--- src/rtl/paralelo_serial.sv ---
// Byte-to-serial MSB-first transmitter with comma preamble and divide-by-8 byte framing.
// Optional build macro PS_IDLE_COMMA_EN: idle bytes in ACTIVE are COMMA instead of 8'h00.
module paralelo_serial #(
    parameter int          SYNC_COMMAS = 4,
    parameter logic [7:0]  COMMA       = 8'hBC
) (
    input  logic       clk_32f,
    input  logic       reset_L,
    input  logic       tx_en,
    input  logic [7:0] data_in,
    input  logic       valid_in,
    output logic       data_out,
    output logic       load_ack,
    output logic       frame_start,
    output logic       active,
    output logic [2:0] bit_cnt
);

    typedef enum logic {ST_SYNC, ST_ACTIVE} state_t;

    localparam logic [3:0] SYNC_LAST = 4'(SYNC_COMMAS - 1);
`ifdef PS_IDLE_COMMA_EN
    localparam logic [7:0] IDLE_BYTE = COMMA;
`else
    localparam logic [7:0] IDLE_BYTE = 8'h00;
`endif

    state_t     state_q, state_d;
    logic [7:0] shreg_q, shreg_d;
    logic [2:0] bit_cnt_q, bit_cnt_d;
    logic [3:0] sync_cnt_q, sync_cnt_d;
    logic       load_ack_q, load_ack_d;
    logic       boundary;

    assign boundary = (bit_cnt_q == 3'd7);

    always_ff @(posedge clk_32f or negedge reset_L) begin
        if (!reset_L) begin
            state_q    <= ST_SYNC;
            shreg_q    <= 8'h00;
            bit_cnt_q  <= 3'd7;
            sync_cnt_q <= 4'd0;
            load_ack_q <= 1'b0;
        end else begin
            state_q    <= state_d;
            shreg_q    <= shreg_d;
            bit_cnt_q  <= bit_cnt_d;
            sync_cnt_q <= sync_cnt_d;
            load_ack_q <= load_ack_d;
        end
    end

    always_comb begin
        state_d    = state_q;
        shreg_d    = {shreg_q[6:0], 1'b0};
        bit_cnt_d  = bit_cnt_q + 3'd1;
        sync_cnt_d = sync_cnt_q;
        load_ack_d = 1'b0;
        if (boundary) begin
            bit_cnt_d = 3'd0;
            // Disabling the link sends zeros and forces a fresh preamble later.
            if (!tx_en) begin
                shreg_d    = 8'h00;
                state_d    = ST_SYNC;
                sync_cnt_d = 4'd0;
            end else if (state_q == ST_SYNC) begin
                shreg_d    = COMMA;
                sync_cnt_d = sync_cnt_q + 4'd1;
                if (sync_cnt_q == SYNC_LAST) begin
                    state_d = ST_ACTIVE;
                end
            end else if (valid_in) begin
                shreg_d    = data_in;
                load_ack_d = 1'b1;
            end else begin
                shreg_d = IDLE_BYTE;
            end
        end
    end

    assign data_out    = shreg_q[7];
    assign load_ack    = load_ack_q;
    assign frame_start = (bit_cnt_q == 3'd0);
    assign active      = (state_q == ST_ACTIVE);
    assign bit_cnt     = bit_cnt_q;

endmodule
--- config.mk ---
export PLATFORM = sky130hd
export DESIGN_NAME = paralelo_serial
export DESIGN_NICKNAME = d
export VERILOG_FILES = /design/src/rtl/paralelo_serial.sv
export SDC_FILE = /design/constraint.sdc
export NUM_CORES = 1
export LEC_CHECK = 0
export BUFFER_PORTS_ARGS = -buffer_cell sky130_fd_sc_hd__buf_2
export CAP_MARGIN = 20
export CORE_MARGIN = 4
export CORE_UTILIZATION = 47
export CTS_BUF_LIST = sky130_fd_sc_hd__clkbuf_2 sky130_fd_sc_hd__clkbuf_4 sky130_fd_sc_hd__clkbuf_8
export DETAILED_ROUTE_END_ITERATION = 6
export PLACE_DENSITY = 0.71
export SKIP_LAST_GASP = 1
export SYNTH_ARGS = -nofsm -noshare
export SYNTH_HDL_FRONTEND = slang
export SYNTH_SLANG_ARGS = --single-unit
--- constraint.sdc ---
create_clock -name clk_32f -period 2.8 [get_ports clk_32f]
set_clock_uncertainty 0.15 [all_clocks]
set_input_delay 0.28 -clock clk_32f [delete_from_list [all_inputs] [get_ports clk_32f]]
set_output_delay 0.28 -clock clk_32f [all_outputs]
set_load 0.1 [all_outputs]
---- After elaboration in Yosys (flattened, before gate mapping) ----
Index checks and enable logic that the tools add are counted.
word-level totals
  register bits after elaboration ......... 17
  word-level logic and storage cells ...... 26
cells by class
  add/sub/neg operators ................... 2
  equal/unequal tests ..................... 3
  multiplexer cells ....................... 14
  reductions and logical operators ........ 2
operators by type and width
  operator               count
  $mux W8                4
  $mux W4                2
  $mux W1                7
  $add A4 B1 Y4 const B  1
  $eq A4 B2 Y1 const B   1
  $add A3 B1 Y3 const B  1
  $eq A3 B3 Y1 const B   1
  $logic_not A3 Y1       1
  $mux W3                1
  $ne A2 B2 Y1 const B   1
  $reduce_and A2 Y1      1

---- Logic depth before layout (Yosys ltp) ----
Gate-level depths: netlist of run 1.
  depth after elaboration ................. 4
  depth in mapped cells ................... 5
  gate-level depth less buffers ........... 5

---- Least setup slack after synthesis of run 1 ----
OpenSTA, ideal clock, no wires.
  path type ............................... register -> output
  start point ............................. reg bit_cnt_q[0], in the netlist bit_cnt[0]
  end point ............................... out frame_start
  data arrival time ....................... 2.124 ns
  path slack .............................. 0.246 ns
  cell stages (with the launch flop) ...... 4
  cells stage by stage .................... dfstp_2 > inv_1 > ha_1 > nor2b_1
between the ends
  cells in the longest elaborated chain, start to end .. 1
ends and longest elaborated chain
  what                    line  source
  from (decl)             30    logic [2:0] bit_cnt_q, bit_cnt_d;
  from (signal assigned)  47    bit_cnt_q <= bit_cnt_d;
  $logic_not A3 Y1        83    assign frame_start = (bit_cnt_q == 3'd0);
  to (decl)               14    output logic frame_start,
Every way passes these cells.

---- Final worst setup path of run 1 ----
Same ends and word-level chain as after synthesis.

==> metrics, run 1 <==
WP depth 4; clk slew on worst S/H paths 0.09 ns; Worst EP required 2.37 ns; RSZ-0062 raised after global routing no; Worst Tran Pin Value 0.482 ns; Max Slew Vio Count 0; # hold bufs at CTS 1; most frequent cells in the layout 18 x buf_2, 14 x dfrtp_1, 12 x inv_1; Port Buf Inserts 18; setup_tns 0 ns; r2r endpoint shreg_q[3]; setup slack, reg-to-reg 0.95 ns; CP endpoint frame_start; Area Overhead vs Synth 17.4%; Worst R2R Path Depth 4; Final Wtd Congestion 0.771; CP startpoint kind flip-flop; final wirelength 1.49 mm; asr flop ratio synth 100%; chip height 49.0 um; Root Buffer clkbuf_4; CTS Sinks 17; IO Pins 19; antenna-violating nets left 0; hold_ws 0.0502 ns; Clk Latency, worst-skew pair 0.28 ns; cts repair resizes 0; via count 587; worst-path fanout max 4; syn avg cell area 10.8 um2; Core Area 0.00154 mm2; largest net degree at the start of global routing 18; PD cells 481 mW/mm2; Max-Cap Viols 0; antenna violations before repair 0; ANT cells 0; first-pass GRT wire length 2.68 mm; drt initial violations 4; cell breakdown of the critical path inv_1 -> ha_1 -> nor2b_1 -> buf_2; GRT overflow 0; Starting Density 51.2%; FP Rows 14; final setup vio count 0; hold crit path type primary input to flip-flop; CP endpoint kind output port; die area 0.00240 mm2; sequential-to-total area share from yosys stat 54.4%; dpl ws 0.950 ns; Worst Path Buf+Inv 2; Num CTS Buffers 3; synthesized area 790 um2; DR pass1 iterations 3; vias in the first global route 622; syn_nets 90; Longest Clk Path Bufs 2; Tcrit/Tclk final 68.3%; Lkg Pwr 0.472 nW; FF+latch count, synth 17; DP HPWL 1.09 mm; CP max-delay cell dfstp_2; Worst Setup SP bit_cnt[0]; post-CTS setup buffers 0; Vias/cell 5.34; r2r startpoint bit_cnt[0]; layout cell share with drive strength beyond 1 27.7%; Final min period 1.91 ns; max incr delay on CP 0.56 ns; Critical Path AT 1.48 ns; Max VDD drop 0.366 mV; critical path's top delay family flip-flops; count of cell types in the netlist 24; Relative slew margins 67.9%; Hold Violations, Final 0; drt wl/cell 13.6 um; Nets 112; status completed; number of flops mapped to enable cells by yosys 0; Mapped Cells 73; GRT Total Usage 14.2%; commonest non-fill, non-tap cell in the layout buf_2; die width 49.0 um; Min-Delay Startpoint data_in[0]; DRC 0; Most used DFF post-synth dfrtp_1; Worst Setup Path Type flip-flop to output port; Fmax achieved 523 MHz; CTS tree yes; H-tree depth 1; YS warnings 0; final worst slack 0.887 ns
-- registers in the layout (all words and copies together), names as in the netlist --
signal	count
shreg_q	8
sync_cnt_q	4
bit_cnt	3
active	1
load_ack	1
-- report_power, final --
| part | internal (mW) | leakage (nW) | total (mW) | switching [mW] |
|---|---|---|---|---|
| registers | 0.258 | 0.211 | 0.269 | 0.0108 |
| logic | 0.0204 | 0.243 | 0.0403 | 0.0199 |
| clock network | 0.0649 | 0.0184 | 0.137 | 0.0719 |
| total | 0.343 | 0.472 | 0.446 | 0.103 |
-- logic make-up after synthesis --
family / synth area share (%)
AO/OA/AOI/OAI: 17.4
flip-flops: 54.4
buffers and inverters: 7.29
adder cells (fa/ha/maj): 7.92
AND/OR/NAND/NOR: 11.7
multiplexers: 1.27
-- per-stage QoR --
step	instance area, um2	util [%]	power, mW	std cells
6_report	927	60.1	0.446	110
5_1_grt	927	60.1	0.478	110
4_1_cts	927	60.1	0.453	110
3_5_place_dp	887	57.5	0.313	105
3_3_place_gp	887	57.5	0.312	105
2_1_floorplan	790	-	0.294	73
-- final cells by class --
type | instances | area, um2
clock buffer | 4 | 30.0
fill | 139 | 614
timing repair buffer | 19 | 100
multi-input combinational | 42 | 303
inverter | 12 | 45.0
sequential | 17 | 429
tap | 16 | 20.0
-- cell usage after synthesis, drive strengths merged (2+ instances only) --
| cell | count | area share [%] |
|---|---|---|
| nor2 | 3 | 1.4 |
| o2bb2ai | 2 | 2.2 |
| nor2b | 3 | 2.4 |
| nand2 | 3 | 1.4 |
| o22ai | 8 | 6.3 |
| inv | 12 | 5.7 |
| a21boi | 5 | 4.8 |
| dfstp | 3 | 10 |
| ha | 5 | 7.9 |
| dfrtp | 14 | 44 |
| buf | 2 | 1.6 |
| a21oi | 2 | 1.3 |
-- per-layer routing --
metal	vias to the layer above	GRT usage (%)	routed length, um
met3	2	3.06	81
li1	294	-	-
met5	-	0	0
met2	12	23.3	721
met4	0	6.73	12
met1	279	17.6	676
-- worst min path at each step --
stage / endpoint / slack, ns / cells after the start
floorplan: active / -0.17 / 0
global placement: shreg_q[3] / 0.07 / 1
detailed placement: shreg_q[4] / 0.07 / 1
CTS: shreg_q[0] / 0.04 / 2
global route: shreg_q[0] / 0.06 / 2
finish: shreg_q[0] / 0.05 / 2
No activity file was read; power rests on OpenSTA's default activity.
==> inputs of run 2 (changes only) <==
==> constraint.sdc (replaced) <==
create_clock -name clk_32f -period 1.9 [get_ports clk_32f]
set_clock_uncertainty 0.15 [all_clocks]
set_input_delay 0.19 -clock clk_32f [delete_from_list [all_inputs] [get_ports clk_32f]]
set_output_delay 0.19 -clock clk_32f [all_outputs]
set_load 0.1 [all_outputs]
==> run 2 against run 1 <==
Compared with the run above:
- combinational power rose by 59%
- global-route usage fell by 0.57 points
- clock power grew 48%
- first-iteration DRC count decreased by 75%
- non-clock buffer count is 4 higher
- worst hold slack got worse by 0.038 ns
- total power up 49%
==> metrics, run 2 (same netlist as run 1, synthesis figures left out) <==
GRT Total Usage 13.6% (-0.57 points); hold crit path type primary input to flip-flop; Root Buffer clkbuf_4; design area 978 um2 (+5.5%); Worst Tran Pin Value 0.497 ns (+0.0146 ns); Nets 116 (+3.6%); largest net degree at the start of global routing 18 (unchanged); Worst Setup Path Type flip-flop to output port; PD cells 677 mW/mm2 (+41%); final cell count without fillers 114 (+3.6%); die area 0.00240 mm2 (unchanged); Final Wtd Congestion 0.890 (+15%); final wirelength 1.53 mm (+2.8%); Tcrit/Tclk final 95.6%; placed cell count 107 (+1.9%); layout cell share with drive strength beyond 1 29.6% (+1.9 points); Clk pwr share 30.6% (about the same); ANT cells 0 (unchanged); IO Pins 19 (unchanged); setup_tns 0 ns (unchanged); Switching Share 23.3% (+0.27 points); Hold Violations, Final 0 (unchanged); chip height 49.0 um (unchanged); CP max-delay cell dfstp_4; first-pass GRT wire length 2.59 mm (-3.1%); drt wl/cell 13.5 um (-0.79%); CTS tree yes; antenna-violating nets left 0 (unchanged); vias in the first global route 622 (unchanged); CTS Sinks 17 (unchanged); Starting Density 51.2% (unchanged); register share of total power 59.8% (-0.5 points); Post-DP Area 912 um2 (+2.8%); max incr delay on CP 0.64 ns (+0.08 ns); DR pass1 iterations 2 (-1); FP Rows 14 (unchanged); Fmax achieved 551 MHz; Num CTS Buffers 3 (unchanged); post-CTS setup buffers 0 (unchanged); commonest non-fill, non-tap cell in the layout buf_2; die width 49.0 um (unchanged); CP startpoint kind flip-flop; RSZ-0062 raised after global routing no; Max VDD drop 0.437 mV (+19%); DP HPWL 1.17 mm (+6.6%); final setup vio count 0 (unchanged); status completed; Relative slew margins 67.1% (-0.75 points); antenna violations before repair 0 (unchanged); Lkg Pwr 0.493 nW (+4.4%); Max-Cap Viols 0 (unchanged); Worst EP required 1.56 ns (-0.81 ns); internal power 0.508 mW (+48%); total power 0.663 mW (+49%); cell breakdown of the critical path inv_1 -> ha_1 -> nor2b_2 -> buf_6; Biggest register shreg_q; most frequent cells in the layout 17 x buf_2, 14 x dfrtp_1, 12 x inv_1; GRT overflow 0 (unchanged); Final min period 1.82 ns; Max Slew Vio Count 0 (unchanged); CP endpoint kind output port; Longest Clk Path Bufs 2 (unchanged); Port Buf Inserts 18 (unchanged); Gate power share 9.7% (+0.7 points); Critical Path AT 1.48 ns (about the same); # fillers 134 (-3.6%); drt initial violations 1 (-3); DRC 0 (unchanged); hold_ws 0.0122 ns (-0.0380 ns); Clk Latency, worst-skew pair 0.28 ns (about the same); via count 600 (+2.2%); clk slew on worst S/H paths 0.09 ns (about the same); worst-path fanout max 4 (unchanged); Area Overhead vs Synth 23.9%; max reg flops 8 (unchanged); Vias/cell 5.26 (-1.4%); Core Area 0.00154 mm2 (unchanged); H-tree depth 1 (unchanged); P_sw 0.154 mW (+50%)
[run 2: changes by cell type in the layout (fill, tap and decap cells not counted)]
cell	before	now
nor2b_2	0	1
buf_4	0	2
buf_6	0	1
buf_2	18	17
dlygate4sd3_1	1	3
nor2b_1	3	2
dfstp_2	3	1
dfstp_4	0	2
[run 2: worst max-delay path, delay by kind of cell (launching register included)]
kind          cells  cell delay [ns]
fa+ha+maj         1             0.18
buf+inv           2             0.23
simple gates      1             0.15
flops             1             0.64
[run 2: worst paths after layout]
path / cells past startpoint / from / endpoint / slack [ns]
hold / removal: 3 / data_in[6] / shreg_q[6] / 0.01
setup / recovery: 4 / bit_cnt[0] / frame_start / 0.08
setup reg to reg: 5 / bit_cnt[0] / sync_cnt_q[3] / 0.19
hold reg to reg: 2 / shreg_q[2] / shreg_q[3] / 0.36
max in group asynchronous: 2 / reset_L / bit_cnt[0] / 1.10
min in group asynchronous: 2 / reset_L / shreg_q[3] / 0.19
[run 2: through the flow]
| step | worst slack, ns | util, % |
|---|---|---|
| CTS | 0.0331 | 63.2 |
| global route | 0.0218 | 63.5 |
| detailed placement | 0.213 | 59.2 |
| finish | 0.0837 | 63.5 |
| global placement | 0.235 | 59.2 |
| floorplan | -0.0394 | - |
[run 2: routing by layer]
layer	up-vias	track usage (%)	wire, um
met1	278	16.8	680
met4	0	4.04	8
met2	17	22.8	746
li1	303	-	-
met3	2	3.98	99
met5	-	0	0
[run 2: power groups by stage]
stage | registers, mW | clock network (mW) | logic [mW]
global route | 0.399 | 0.225 | 0.0733
finish | 0.396 | 0.203 | 0.0640
detailed placement | 0.403 | 0 | 0.0601
CTS | 0.396 | 0.212 | 0.0650
global placement | 0.402 | 0 | 0.0582
floorplan | 0.400 | 0 | 0.0320
[run 2: what timing repair did]
| action | in CTS | in global routing |
|---|---|---|
| hold endpoints to repair | 19 | 0 |
| gates cloned | 0 | 0 |
| resized for setup | 1 | 1 |
| hold buffers | 3 | 0 |
| endpoints found under the setup margin | 1 | 1 |
[run 2: cell type report]
class	instances	area (um2)	area share (%)
clock buffer	4	30.0	3.07
inverter	12	45.0	4.60
multi-input combinational	42	305	31.2
sequential	17	437	44.6
tap	16	20.0	2.05
timing repair buffer	23	141	14.5
==> inputs of run 3 (changes only) <==
--- a/config.mk
+++ b/config.mk
@@ -8,10 +8,10 @@
 export BUFFER_PORTS_ARGS = -buffer_cell sky130_fd_sc_hd__buf_2
 export CAP_MARGIN = 20
 export CORE_MARGIN = 4
-export CORE_UTILIZATION = 47
+export CORE_UTILIZATION = 44
 export CTS_BUF_LIST = sky130_fd_sc_hd__clkbuf_2 sky130_fd_sc_hd__clkbuf_4 sky130_fd_sc_hd__clkbuf_8
 export DETAILED_ROUTE_END_ITERATION = 6
-export PLACE_DENSITY = 0.71
+export PLACE_DENSITY = 0.68
 export SKIP_LAST_GASP = 1
 export SYNTH_ARGS = -nofsm -noshare
 export SYNTH_HDL_FRONTEND = slang
==> run 3 against run 2 <==
Compared with the run above:
- utilization fell by 4.9 points
- maximum frequency is 0.18% lower
- combinational power is 3% higher
- count of clock-buffer cells in the layout unchanged
- worst hold slack improved by 0.032 ns
- largest cell class unchanged
- largest power group unchanged
==> metrics, run 3 (same netlist as run 1, synthesis figures left out) <==
Max VDD drop 0.422 mV (-3.5%); die width 50.4 um (+2.8%); Critical Path AT 1.48 ns (about the same); antenna-violating nets left 0 (unchanged); final setup vio count 0 (unchanged); DP HPWL 1.18 mm (+0.94%); final wirelength 1.58 mm (+3.1%); Biggest register shreg_q; CP startpoint kind flip-flop; Num CTS Buffers 3 (unchanged); die area 0.00254 mm2 (+5.7%); Starting Density 46.2% (-5.0 points); Max-Cap Viols 0 (unchanged); GRT overflow 0 (unchanged); P_sw 0.148 mW (-4.0%); FP Rows 15 (+1); H-tree depth 1 (unchanged); Vias/cell 5.02 (-4.7%); GRT Total Usage 14.7% (+1.1 points); RSZ-0062 raised after global routing no; ANT cells 0 (unchanged); Area Overhead vs Synth 26.6%; status completed; Clk pwr share 29.9% (-0.7 points); hold crit path type primary input to flip-flop; Max Slew Vio Count 0 (unchanged); Nets 117 (+0.86%); Clk Latency, worst-skew pair 0.28 ns (about the same); Longest Clk Path Bufs 2 (unchanged); CTS Sinks 17 (unchanged); final cell count without fillers 124 (+8.8%); Gate power share 10.0% (+0.3 points); Layout Utilization 58.5% (-4.9 points); Root Buffer clkbuf_4; Worst R2R Path Depth 5 (unchanged); Lkg Pwr 0.497 nW (+0.84%); Switching Share 22.5% (-0.76 points); drt wl/cell 12.8 um (-5.2%); CP endpoint kind output port; r2r endpoint sync_cnt_q[3]; placed cell count 116 (+8.4%); DRC 0 (unchanged); Tcrit/Tclk final 95.8% (+0.17 points); layout cell share with drive strength beyond 1 29.3% (-0.30 points); register share of total power 60.1% (+0.3 points); Final min period 1.82 ns (+0.00327 ns); antenna violations before repair 0 (unchanged); setup slack, reg-to-reg 0.15 ns (-0.04 ns); Worst EP required 1.56 ns (about the same); CP endpoint frame_start; most frequent cells in the layout 17 x buf_2, 14 x dfrtp_1, 12 x inv_1; vias in the first global route 650 (+4.5%); Hold Violations, Final 0 (unchanged); post-CTS setup buffers 0 (unchanged); Final Wtd Congestion 0.810 (-9.0%); PD cells 658 mW/mm2 (-2.8%); clk slew on worst S/H paths 0.09 ns (about the same); Core Area 0.00171 mm2 (+11%); via count 622 (+3.7%); Worst Setup Path Type flip-flop to output port; first-pass GRT wire length 2.85 mm (+9.8%); max reg flops 8 (unchanged); Worst Setup SP bit_cnt[0]; hold_ws 0.0441 ns (+0.0319 ns); Port Buf Inserts 18 (unchanged); r2r startpoint bit_cnt[0]; IO Pins 19 (unchanged); DR pass1 iterations 6 (+4); Worst Tran Pin Value 0.497 ns (+0.000683 ns); commonest non-fill, non-tap cell in the layout buf_2; worst-path fanout max 4 (unchanged); Min-Delay Startpoint data_in[2]; drt initial violations 5 (+4); Relative slew margins 67.1% (about the same); Fmax achieved 550 MHz (-0.18%); CTS tree yes; largest net degree at the start of global routing 18 (unchanged); internal power 0.510 mW (+0.27%); chip height 50.4 um (+2.8%)
[run 3: changes by cell type in the layout (fill, tap and decap cells not counted), sizes merged]
cell	delta
dlygate4sd3	+1
[run 3: power by group through the flow]
stage	clock network, mW	registers, mW	logic [mW]
after floorplan	0	0.400	0.0320
after global placement	0	0.401	0.0589
after detailed placement	0	0.401	0.0608
after CTS	0.208	0.395	0.0671
after global routing	0.229	0.399	0.0747
final	0.197	0.395	0.0658
[run 3: critical path, cell delays in order, from the launching register on]
cell and delay, ns:
dfstp_4 0.64, inv_1 0.05, ha_1 0.18, nor2b_2 0.16, buf_6 0.18
[run 3: timing repair]
item | CTS | global route
resized for setup | 1 | 1
hold endpoints to repair | 20 | 0
hold buffers | 4 | 0
endpoints found under the setup margin | 1 | 1
gates cloned | 0 | 0
[run 3: worst min-delay path by stage]
| stage | end | slack (ns) | depth (start not counted) |
|---|---|---|---|
| finish | shreg_q[2] | 0.04 | 3 |
| global route | shreg_q[4] | 0.03 | 3 |
| CTS | shreg_q[4] | 0.02 | 3 |
| detailed placement | active | -0.02 | 1 |
| global placement | shreg_q[3] | -0.02 | 1 |
| floorplan | active | -0.26 | 0 |
[run 3: layout make-up]
| class | count | area, um2 |
|---|---|---|
| Fill cell | 160 | 708 |
| Sequential cell | 17 | 437 |
| Multi-Input combinational cell | 42 | 305 |
| Timing Repair Buffer | 24 | 151 |
| Inverter | 12 | 45.0 |
| Tap cell | 25 | 31.3 |
| Clock buffer | 4 | 30.0 |
[run 3: metrics by stage]
| stage | setup TNS, ns | setup WS [ns] | power [mW] | area, um2 |
|---|---|---|---|---|
| finish | 0 | 0.0805 | 0.658 | 1000 |
| floorplan | -0.0394 | -0.0394 | 0.432 | 800 |
| CTS | 0 | 0.0442 | 0.670 | 996 |
| detailed placement | 0 | 0.145 | 0.462 | 923 |
| global placement | 0 | 0.240 | 0.460 | 923 |
| global route | 0 | 0.0290 | 0.703 | 1000 |
[run 3: routing by layer]
metal	part of all wire, %	up-vias	global-route usage, %
li1	-	305	-
met3	3.9	2	5.34
met5	0	-	0
met2	50	13	25.2
met1	45	302	17.9
met4	0.76	0	2.69
